--- config.mk ---
export PLATFORM = sky130hd
export DESIGN_NAME = fifo_wr_arbiter
export DESIGN_NICKNAME = d
export VERILOG_FILES = /design/src/rtl/fifo_wr_arbiter.sv
export SDC_FILE = /design/constraint.sdc
export NUM_CORES = 1
export LEC_CHECK = 0
export ABC_AREA = 1
export BUFFER_PORTS_ARGS = -buffer_cell sky130_fd_sc_hd__buf_2
export CAP_MARGIN = 40
export CELL_PAD_IN_SITES_DETAIL_PLACEMENT = 0
export CELL_PAD_IN_SITES_GLOBAL_PLACEMENT = 1
export CORE_MARGIN = 2
export CORE_UTILIZATION = 23
export DETAILED_ROUTE_END_ITERATION = 6
export GPL_ROUTABILITY_DRIVEN = 0
export GPL_TIMING_DRIVEN = 0
export PLACE_DENSITY = 0.8
export SKIP_CTS_REPAIR_TIMING = 1
export SLEW_MARGIN = 15
export SYNTH_ARGS = -nofsm -noshare
export SYNTH_HDL_FRONTEND = slang
export SYNTH_SLANG_ARGS = --single-unit
--- constraint.sdc ---
create_clock -name clk -period 1.35 [get_ports clk]
set_input_delay 0.0675 -clock clk [delete_from_list [all_inputs] [get_ports clk]]
set_output_delay 0.0675 -clock clk [all_outputs]
set_load 0.03 [all_outputs]
--- src/rtl/fifo_wr_arbiter.sv ---
// Packet round-robin arbiter for the TX FIFO write port; FIFO_WR_ARB_HDR_EN adds a channel-ID header word per packet.
// Latency: first FIFO write 1 clk after a request is seen in IDLE; data beats pass straight through in DATA.
// Backpressure: fifo_full stalls header and data (req_ready low); a silent granted requester keeps the grant.
module fifo_wr_arbiter #(
   parameter int                    NUM_REQ    = 4,
   parameter int                    FIFO_WIDTH = 8,
   parameter logic [FIFO_WIDTH-1:0] HDR_TAG    = FIFO_WIDTH'(8'hA0)
) (
   input  logic                          clk,
   input  logic                          rst,
   input  logic [NUM_REQ-1:0]            req_valid,
   input  logic [NUM_REQ*FIFO_WIDTH-1:0] req_data,
   input  logic [NUM_REQ-1:0]            req_last,
   output logic [NUM_REQ-1:0]            req_ready,
   input  logic                          fifo_full,
   output logic                          fifo_wr_en,
   output logic [FIFO_WIDTH-1:0]         fifo_wr_data,
   output logic [$clog2(NUM_REQ)-1:0]    grant_id,
   output logic                          busy
);
   localparam int IDW = $clog2(NUM_REQ);

`ifdef FIFO_WR_ARB_HDR_EN
   typedef enum logic [1:0] {IDLE, HDR, DATA} state_t;
`else
   typedef enum logic [1:0] {IDLE, DATA} state_t;
`endif

   state_t                state, state_nxt;
   logic [IDW-1:0]        last_grant;
   logic [IDW-1:0]        pick_id;
   logic                  pick_vld;
   logic                  pkt_done;
   logic [FIFO_WIDTH-1:0] req_data_arr [NUM_REQ];
   logic [FIFO_WIDTH-1:0] gnt_data;
   logic                  gnt_vld;
   logic                  gnt_last;

   for (genvar k = 0; k < NUM_REQ; k++) begin : g_slice
      assign req_data_arr[k] = req_data[k*FIFO_WIDTH +: FIFO_WIDTH];
   end

   assign gnt_data = req_data_arr[grant_id];
   assign gnt_vld  = req_valid[grant_id];
   assign gnt_last = req_last[grant_id];

`ifdef FIFO_WR_ARB_HDR_EN
   logic [FIFO_WIDTH-1:0] hdr_word;
   assign hdr_word = {HDR_TAG[FIFO_WIDTH-1:IDW], grant_id};
`else
   logic unused_hdr_tag;
   assign unused_hdr_tag = ^HDR_TAG;
`endif

   // Search starts just after the last completed grant and wraps once around.
   always_comb begin
      int             cand;
      logic [IDW-1:0] cand_id;
      pick_vld = 1'b0;
      pick_id  = '0;
      cand     = 0;
      cand_id  = '0;
      for (int i = 1; i <= NUM_REQ; i++) begin
         cand = int'(last_grant) + i;
         if (cand >= NUM_REQ) cand = cand - NUM_REQ;
         cand_id = IDW'(cand);
         if (!pick_vld && req_valid[cand_id]) begin
            pick_vld = 1'b1;
            pick_id  = cand_id;
         end
      end
   end

   always_comb begin
      state_nxt    = state;
      req_ready    = '0;
      fifo_wr_en   = 1'b0;
      fifo_wr_data = '0;
      pkt_done     = 1'b0;
      case (state)
         IDLE: begin
`ifdef FIFO_WR_ARB_HDR_EN
            if (pick_vld) state_nxt = HDR;
`else
            if (pick_vld) state_nxt = DATA;
`endif
         end
`ifdef FIFO_WR_ARB_HDR_EN
         HDR: begin
            fifo_wr_en   = !fifo_full;
            fifo_wr_data = hdr_word;
            if (!fifo_full) state_nxt = DATA;
         end
`endif
         DATA: begin
            req_ready[grant_id] = !fifo_full;
            fifo_wr_en          = gnt_vld && !fifo_full;
            fifo_wr_data        = gnt_data;
            if (gnt_vld && !fifo_full && gnt_last) begin
               pkt_done  = 1'b1;
               state_nxt = IDLE;
            end
         end
         default: state_nxt = IDLE;
      endcase
   end

   always_ff @(posedge clk) begin
      if (rst) begin
         state      <= IDLE;
         grant_id   <= '0;
         last_grant <= IDW'(NUM_REQ-1);
      end else begin
         state <= state_nxt;
         if (state == IDLE && pick_vld) grant_id <= pick_id;
         if (pkt_done) last_grant <= grant_id;
      end
   end

   assign busy = (state != IDLE);

endmodule

==> results.cfg <==
[place]
portBuffers = 58
dp_hpwl_um = 2157
dpl_worst_slack_ns = -0.07383
dpl_cell_area_um2 = 1275

[finish]
num_antenna_cells = 0
stdcell_area_um2 = 1623
area_growth_pct = 97.41
nets = 240
drive_gt1_frac = 0.7398

[routing]
vias = 1142
viasPerCell = 4.719
first_pass_iters = 4
wire_per_inst_um = 12.83
drt-total-wl_um = 3105
drt_iter0_drc = 30
ant_nets = 0
route.detailed.drc = 0

[clock_tree]
clockRootBuffer = clkbuf_4
cts.sinks = 5
cts_inserted_buffers = 3
h-tree-depth = 1
path_clk_slew_ns = 0.04
cts_tree = yes
insertion_delay_ns = 0.24
clockBufferDepth = 2

[synthesis]
synth.most_common_cell = nand2_1
ys_seq_area_frac = 0.1218
ys.flop_type = dfxtp_1
avgSynthCellArea_um2 = 6.629
synthSimpleGateAreaFrac = 0.4551
synthTopCellsByCount = 25 x nand2_1, 17 x a22oi_1, 10 x a21oi_1, 10 x nand2_2, 9 x inv_1
synth_top_family_by_area = simple AND/OR/NAND/NOR gates
synth_top_area_frac = 0.1553
synthCells = 124
synth_area_leader_cell = a22oi_1
synth_seq_cells = 5
ys_warn_count = 0
async_flop_share = 0
synth-xor-area-share = 0
synthMuxAreaShare = 0
synth_compound_area_frac = 0.3014
post_synth_fa_ha_maj_area_fraction = 0
synth_edf_count = 0
synth_cell_type_count = 25
synth_top_cells_by_area = a22oi_1 16%, dfxtp_1 12%, nand2_1 11%
netlist_area_um2 = 822.0
synth_nets = 167

[die]
die-area_um2 = 4069
die_h_um = 63.79
rows = 21
die_x_um = 63.79
top_level_ports = 59
core_area_um2 = 3390
initial_core_util = 0.2425

[sta]
holdWs_ns = 0.1260
finalHoldViolCount = 0
rsz0062_at_grt = yes
slew_headroom = 0.7903
worstMarginPinSlew_ns = 0.3146
fin_crit_sh = 1.136
setup_violations = 14
worst_slack_ns = -0.1842
fmax_mhz = 651.8
skew_ns = 0.001378
finalMaxSlewViolations = 0
period_needed_ns = 1.534

[power]
intPower_uw = 732.4
pwr-share-clk = 0.120
ir_drop_mv = 0.4856
switching_power_uw = 704.2
p_sw_frac = 0.4902
comb_power_share = 0.750
p_total_mw = 1.437
power.leakage_nw = 0.7748
pwr-share-seq = 0.130
pwr_density_cell_nw_per_um2 = 885.2

[worst_hold_path]
min_to = last_grant[0]
hp-class = in -> reg
min-delay-start = rst
min_path_cells = 3

[setup_path]
worstReg2RegEnd = last_grant[1]
critPathMaxFanout = 6
startpoint_type = register
required_ns = 1.28
reg2reg_from = grant_id[0]
ff2ff_setup_slack_ns = -0.09
crit_type = reg -> out
r2r_cells = 9
worst_setup_path_end_kind = output pin
arrival_ns = 1.47

[run]
maxCapViolations = 0

[global_route]
antenna_found_initial = 0
grt-ovfl-total = 0
grt.total_usage = 0.1348
grt_max_degree = 11
grt_pass1_wl_um = 4491
grt_pass1_vias = 987

[outcome]
outcome = finished with violations
failed_checks = negative setup slack
area by class of cell:
| class | count | area (um2) |
|---|---|---|
| clock buffer | 4 | 26.28 |
| inverter | 15 | 76.32 |
| timing repair buffer | 65 | 434.2 |
| buffer | 4 | 56.30 |
| multi-input combinational | 103 | 858.3 |
| fill | 339 | 1767 |
| tap | 46 | 57.56 |
| sequential | 5 | 113.9 |
worst max-delay path: stages, from the launching register on:
cell and delay [ns]:
dfxtp_4 0.34, buf_12 0.14, buf_12 0.13, nor2_4 0.18, a22oi_1 0.11, a21oi_2 0.16, buf_6 0.15
layer usage:
| layer | track usage | part of all wire | vias to the layer above |
|---|---|---|---|
| met2 | 0.2135 | 0.50 | 23 |
| li1 | - | - | 580 |
| met3 | 0.02465 | 0.030 | 2 |
| met1 | 0.1881 | 0.47 | 537 |
| met5 | 0 | 0 | - |
| met4 | 0.03261 | 0.0026 | 0 |
state kept, by name (all words and copies together), names as in the netlist:
register and cells:
state 1, last_grant 2, grant_id 2
cell families (layout without fill, tap and decap cells):
kind of cell,count (synthesis),in the layout
AND/OR/NAND/NOR,66,69
AO/OA/AOI/OAI,34,34
flip-flops,5,5
buffers and inverters,19,88
power groups by stage:
stage | Combinational (mW) | Sequential, mW | Clock, mW
3_5_place_dp | 0.817 | 0.185 | 0
3_3_place_gp | 0.816 | 0.185 | 0
4_1_cts | 0.820 | 0.182 | 0.178
6_report | 1.08 | 0.187 | 0.173
5_1_grt | 1.15 | 0.189 | 0.194
2_1_floorplan | 0.597 | 0.209 | 0
worst max-delay path by stage:
stage	from	endpoint	slack [ns]	cells past startpoint
2_1_floorplan	grant_id[1]	last_grant[1]	0.009	8
6_report	grant_id[0]	fifo_wr_data[6]	-0.18	6
4_1_cts	grant_id[0]	fifo_wr_data[2]	-0.27	6
3_5_place_dp	grant_id[0]	last_grant[1]	-0.07	8
3_3_place_gp	grant_id[0]	last_grant[1]	-0.07	8
5_1_grt	grant_id[0]	fifo_wr_data[6]	-0.25	6
cells in the final DEF, fill, tap and decap left out, types with 5 or more instances in the layout:
cell type and n:
a21oi_2 8, a22oi_1 9, a22oi_2 10, buf_2 47
buf_4 5, buf_6 14, inv_1 7, nand2_1 18
nand2_2 11, nand2_4 8, nand3_1 5, nand3_2 5
nor2_1 6, nor2_4 7
metrics by stage:
| step | TNS [ns] | instances | utilization |
|---|---|---|---|
| after global routing | -2.669 | 242 | 0.4788 |
| final | -1.671 | 242 | 0.4788 |
| after global placement | -0.2485 | 228 | 0.3762 |
| after CTS | -3.073 | 232 | 0.3839 |
| after detailed placement | -0.2792 | 228 | 0.3762 |
| after floorplan | 0 | 124 | - |
No activity file was read; power rests on OpenSTA's default activity.
